<file path="config.mk">
export PLATFORM = sky130hd
export DESIGN_NAME = imm_gen_pipe
export DESIGN_NICKNAME = d
export VERILOG_FILES = /design/src/rtl/imm_gen_pipe.sv
export SDC_FILE = /design/constraint.sdc
export NUM_CORES = 1
export LEC_CHECK = 0
export CAP_MARGIN = 30
export CORE_AREA = 2 2 101 103
export CTS_BUF_LIST = sky130_fd_sc_hd__clkbuf_8 sky130_fd_sc_hd__clkbuf_16
export CTS_CLUSTER_DIAMETER = 80
export DETAILED_ROUTE_END_ITERATION = 7
export DIE_AREA = 0 0 103 105
export GPL_TIMING_DRIVEN = 0
export PLACE_DENSITY = 0.74
export SLEW_MARGIN = 20
export SYNTH_ARGS = -nofsm -noshare
export SYNTH_HDL_FRONTEND = slang
export SYNTH_SLANG_ARGS = --single-unit
</file>
<file path="constraint.sdc">
create_clock -name clk -period 3.7 [get_ports clk]
set_input_delay 0.555 -clock clk [delete_from_list [all_inputs] [get_ports clk]]
set_output_delay 0.555 -clock clk [all_outputs]
set_load 0.02 [all_outputs]
</file>
<file path="src/rtl/imm_gen_pipe.sv">
// imm_gen_pipe: registered RV immediate generator with a 2-entry skid buffer.
// The immediate is formed combinationally from the incoming instruction and
// captured into the buffer together with its format tag and illegal flag, so
// decode can stall on out_ready without losing anything already accepted.
module imm_gen_pipe #(
  parameter int XLEN        = 64,
  parameter bit AUTO_DECODE = 1'b0
) (
  input  logic            clk,
  input  logic            reset,
  input  logic            flush,
  input  logic            in_valid,
  output logic            in_ready,
  input  logic [31:0]     instr,
  input  logic [2:0]      sel,
  output logic            out_valid,
  input  logic            out_ready,
  output logic [XLEN-1:0] imm,
  output logic [2:0]      fmt,
  output logic            illegal
);

  typedef enum logic [2:0] {
    FMT_I     = 3'd0,
    FMT_S     = 3'd1,
    FMT_B     = 3'd2,
    FMT_U     = 3'd3,
    FMT_J     = 3'd4,
    FMT_SHAMT = 3'd5,
    FMT_CSR   = 3'd6,
    FMT_RAW   = 3'd7
  } fmt_t;

  logic [6:0]      opcode;
  logic [2:0]      funct3;
  fmt_t            dec_fmt;
  logic            dec_ill;
  logic            shamt_narrow;
  logic [XLEN-1:0] dec_imm;

  logic [XLEN-1:0] head_imm;
  logic [2:0]      head_fmt;
  logic            head_ill;
  logic [XLEN-1:0] tail_imm;
  logic [2:0]      tail_fmt;
  logic            tail_ill;
  logic [1:0]      count;
  logic            ready_en;
  logic            push;
  logic            pop;

  assign opcode = instr[6:0];
  assign funct3 = instr[14:12];

  // Pick the format: either straight from sel, or decoded from opcode/funct3.
  // RV64 word shifts (opcode 0011011) only ever use a 5-bit shift amount.
  always_comb begin
    dec_fmt      = FMT_I;
    dec_ill      = 1'b0;
    shamt_narrow = (XLEN == 32);
    if (AUTO_DECODE) begin
      case (opcode)
        7'b0000011, 7'b1100111, 7'b0001111: dec_fmt = FMT_I;
        7'b0010011: begin
          if (funct3 == 3'b001 || funct3 == 3'b101) dec_fmt = FMT_SHAMT;
        end
        7'b0011011: begin
          if (funct3 == 3'b001 || funct3 == 3'b101) begin
            dec_fmt      = FMT_SHAMT;
            shamt_narrow = 1'b1;
          end
        end
        7'b0100011:             dec_fmt = FMT_S;
        7'b1100011:             dec_fmt = FMT_B;
        7'b0110111, 7'b0010111: dec_fmt = FMT_U;
        7'b1101111:             dec_fmt = FMT_J;
        7'b1110011: begin
          if (funct3[2]) dec_fmt = FMT_CSR;
        end
        default:                dec_ill = 1'b1;
      endcase
    end else begin
      dec_fmt = fmt_t'(sel);
    end
  end

  // Assemble the immediate for the chosen format; illegal opcodes yield zero.
  always_comb begin
    dec_imm = '0;
    case (dec_fmt)
      FMT_I:     dec_imm = XLEN'($signed(instr[31:20]));
      FMT_S:     dec_imm = XLEN'($signed({instr[31:25], instr[11:7]}));
      FMT_B:     dec_imm = XLEN'($signed({instr[31], instr[7], instr[30:25], instr[11:8], 1'b0}));
      FMT_U:     dec_imm = XLEN'($signed({instr[31:12], 12'b0}));
      FMT_J:     dec_imm = XLEN'($signed({instr[31], instr[19:12], instr[20], instr[30:21], 1'b0}));
      FMT_SHAMT: dec_imm = shamt_narrow ? XLEN'(instr[24:20]) : XLEN'(instr[25:20]);
      FMT_CSR:   dec_imm = XLEN'(instr[19:15]);
      FMT_RAW:   dec_imm = XLEN'($signed(instr));
      default:   dec_imm = '0;
    endcase
    if (dec_ill) dec_imm = '0;
  end

  assign in_ready  = ready_en && (count != 2'd2);
  assign out_valid = (count != 2'd0);
  assign push      = in_valid && in_ready;
  assign pop       = out_valid && out_ready;

  assign imm     = head_imm;
  assign fmt     = head_fmt;
  assign illegal = head_ill;

  // Hold off in_ready until the first edge after reset is released.
  always_ff @(posedge clk or posedge reset) begin
    if (reset) ready_en <= 1'b0;
    else       ready_en <= 1'b1;
  end

  // Two-slot buffer: head drives the outputs, tail is only non-zero when
  // count is 2, so a pop can always shift tail into head unconditionally.
  always_ff @(posedge clk or posedge reset) begin
    if (reset) begin
      count    <= 2'd0;
      head_imm <= '0;
      head_fmt <= 3'd0;
      head_ill <= 1'b0;
      tail_imm <= '0;
      tail_fmt <= 3'd0;
      tail_ill <= 1'b0;
    end else if (flush) begin
      count    <= 2'd0;
      head_imm <= '0;
      head_fmt <= 3'd0;
      head_ill <= 1'b0;
      tail_imm <= '0;
      tail_fmt <= 3'd0;
      tail_ill <= 1'b0;
    end else begin
      case ({push, pop})
        2'b10: begin
          if (count == 2'd0) begin
            head_imm <= dec_imm;
            head_fmt <= dec_fmt;
            head_ill <= dec_ill;
          end else begin
            tail_imm <= dec_imm;
            tail_fmt <= dec_fmt;
            tail_ill <= dec_ill;
          end
          count <= count + 2'd1;
        end
        2'b01: begin
          head_imm <= tail_imm;
          head_fmt <= tail_fmt;
          head_ill <= tail_ill;
          tail_imm <= '0;
          tail_fmt <= 3'd0;
          tail_ill <= 1'b0;
          count    <= count - 2'd1;
        end
        2'b11: begin
          head_imm <= dec_imm;
          head_fmt <= dec_fmt;
          head_ill <= dec_ill;
        end
        default: ;
      endcase
    end
  end

endmodule
</file>
==> results by group <==
Yosys
  – Synth top area cells: dfrtp_1 (46%), buf_4 (7.3%), nand2_1 (5.6%)
  – Synth area leader: dfrtp_1
  – Yosys top cell area share: 0.4570
  – Register area share after synthesis: 0.4570
  – Synthesized cell area: 3998 um^2
  – Post-synth EDFFs: 0
  – Yosys Warn Count: 0
  – Top FF cell, synth: dfrtp_1
  – Post-Syn Nets: 478
  – Synth async-reset ratio: 1.000
  – Synth Instances: 438
  – Synthesis-stage register bit count: 73
  – Unique masters post-synth: 47
  – Syn Area/Cell: 9.127 um^2

Timing
  – Worst Clk Skew: 12.80 ps
  – Setup ws final: 1357 ps
  – Worst Max-Slew Pin Slew: 597.1 ps
  – Min cycle time layout: 2343 ps
  – Tcrit/Tclk final: 0.6332
  – Hold Fails Final Rpt: 0
  – Unrepaired setup endpoints after global routing: no
  – Final setup viols: 0
  – TNS Setup: 0 ps
  – Max frequency: 426.8 MHz
  – Final Max Tran Viols: 0
  – Worst hold margin: 481.1 ps
  – Relative slew margins: 0.6019

Final layout
  – Area growth from synthesis to layout: 36.93%
  – Ant diodes: 0
  – Non-filler cells, final: 696
  – # nets final: 598
  – Area of the multi-input gates: 1699 um^2
  – Seq. cell area: 1827 um^2
  – Most frequent cells in the layout: clkdlybuf4s50_1 (107), dfrtp_1 (73), nand2_1 (60), buf_4 (39), o21ai_0 (35)
  – Fill cell count: 887
  – Commonest non-fill, non-tap cell in the layout: clkdlybuf4s50_1
  – Layout cells sized above 1: 0.1581
  – Util after Layout: 0.5679

Clocking
  – Htree depth: 3
  – Max Root-Sink Buffers: 2
  – Post-CTS Repair Setup Buffers: 0
  – CTS Hold Buffers Added: 0
  – Root Driver: clkbuf_8
  – Post-CTS Resized: 0
  – Clk slew on worst S/H paths: 80 ps
  – CTS Buf Count: 9
  – Clk Latency, worst-skew pair: 350 ps
  – TritonCTS clock tree: built
  – Clk sinks: 73

Floorplan
  – Top-Level Pins: 110
  – Core box area: 9639 um^2
  – Initial Util: 0.4147
  – Die H: 105 um
  – Cell Rows: 36
  – Die Footprint: 10820 um^2
  – Die W: 103 um

Pwr
  – LEAKAGE: 2.373 nW
  – Power Density: 412.8 nW/um^2
  – Max VDD drop: 0.2089 mV

Routing
  – Initial DRC count: 172
  – Final ANT Viol Nets: 0
  – Drt pass-1 iters: 5
  – Post-Route WL: 12.08 mm
  – DRC: 0
  – Drt wl/cell: 17.35 um
  – DR vias/cell: 5.428
  – Vias: 3778

Placement
  – Gp weighted congestion: 0.9125
  – Setup Slack @ Placement: 1106 ps
  – Placed wire-length estimate: 9.057 mm
  – I/O Buffers: 107
  – Dpl cells: 679

Setup path
  – Setup CP Type: flop to output pin
  – WP data arrival: 1790 ps
  – Crit end category: output pin
  – Worst Path Max Fanout: 27
  – Startpoint Class: flop
  – Worst Path Required: 3140 ps

Global route
  – Pin count of the biggest net entering global routing: 50
  – Initial antenna violation count: 0
  – First-pass GRT wire length: 19.23 mm
  – Total global routing overflow: 0
  – Total track usage: 0.2297
  – Vias in the first global route: 3693

Min path
  – Worst hold path type: flop to flop

Flow run
  – Number of max-cap violations: 0

Run status
  – Status: finished clean
-- where the power goes --
| group | switching [mW] | leakage [nW] | internal [mW] |
|---|---|---|---|
| clock | 0.317 | 0.0994 | 0.311 |
| sequential | 0.0408 | 0.970 | 0.865 |
| combinational | 0.377 | 1.30 | 0.348 |
| total | 0.735 | 2.37 | 1.52 |
-- path summary, 6_finish.rpt --
path | startpoint | cells after the start | endpoint | slack (ps)
max in group asynchronous | reset | 3 | ready_en | 2620
worst max-delay path | imm[62] | 3 | imm[52] | 1360
worst min-delay path | tail_imm[23] | 2 | tail_imm[23] | 480
worst max register to register | count[0] | 6 | imm[2] | 1920
worst min register to register | tail_imm[23] | 2 | tail_imm[23] | 480
min in group asynchronous | reset | 2 | fmt[0] | 530
-- layer usage --
metal / global-route usage / wire (um) / vias up
met2: 0.3553 / 5638 / 167
met5: 0 / 0 / -
met3: 0.04682 / 906 / 16
li1: - / - / 1777
met1: 0.3293 / 5338 / 1818
met4: 0.05639 / 193 / 0
-- area by class of cell --
class | instances | area share
plain buffers | 67 | 0.07931
clock buffers | 9 | 0.02263
clock inverters | 7 | 0.01280
inverters | 10 | 0.007314
multi-input cells | 288 | 0.3104
flip-flops and latches | 73 | 0.3337
well taps | 133 | 0.03040
repair buffers | 109 | 0.2034
-- cells in the mapped netlist, drive strengths merged, types with 2 or more instances --
cell type / instances
o2bb2ai: 6
a31oi: 10
o21ai: 45
o21a: 9
nand2: 60
nor2: 29
nand3: 11
clkbuf: 8
o221a: 4
a21o: 4
o32ai: 2
o211ai: 5
a22o: 7
o31ai: 10
a221oi: 4
nor3: 3
conb: 2
a311oi: 3
buf: 59
o221ai: 5
and3: 11
and2: 2
nand3b: 2
mux2i: 8
a21oi: 22
inv: 10
a211oi: 12
dfrtp: 73
-- per-stage QoR --
step / instance area, um^2 / power [mW]
finish: 5474 / 2.260
global route: 5474 / 2.371
CTS: 5459 / 2.271
detailed placement: 5265 / 1.645
global placement: 5235 / 1.629
floorplan: 3998 / 1.327
-- cell families after synthesis --
kind of cell,count (synthesis),synth area share
and+or+nand+nor,124,0.1415
AOI/OAI and AO/OA,151,0.2538
other,2,0.001879
adders and majority gates,1,0.002817
muxes,9,0.02285
xor gates and xnor gates,1,0.002191
buffers and inverters,77,0.1180
DFF,73,0.4570
-- worst max-delay path, stage by stage (launching register included) --
cell and delay [ps]:
dfrtp_1 490, buf_8 220, buf_4 130, clkdlybuf4s50_1 600
-- registers in the layout, summed over array words and instances, names as in the netlist --
signal    cells
count         2
fmt           3
imm          32
ready_en      1
tail_fmt      3
tail_imm     32
(Power assumes the default switching activity.)
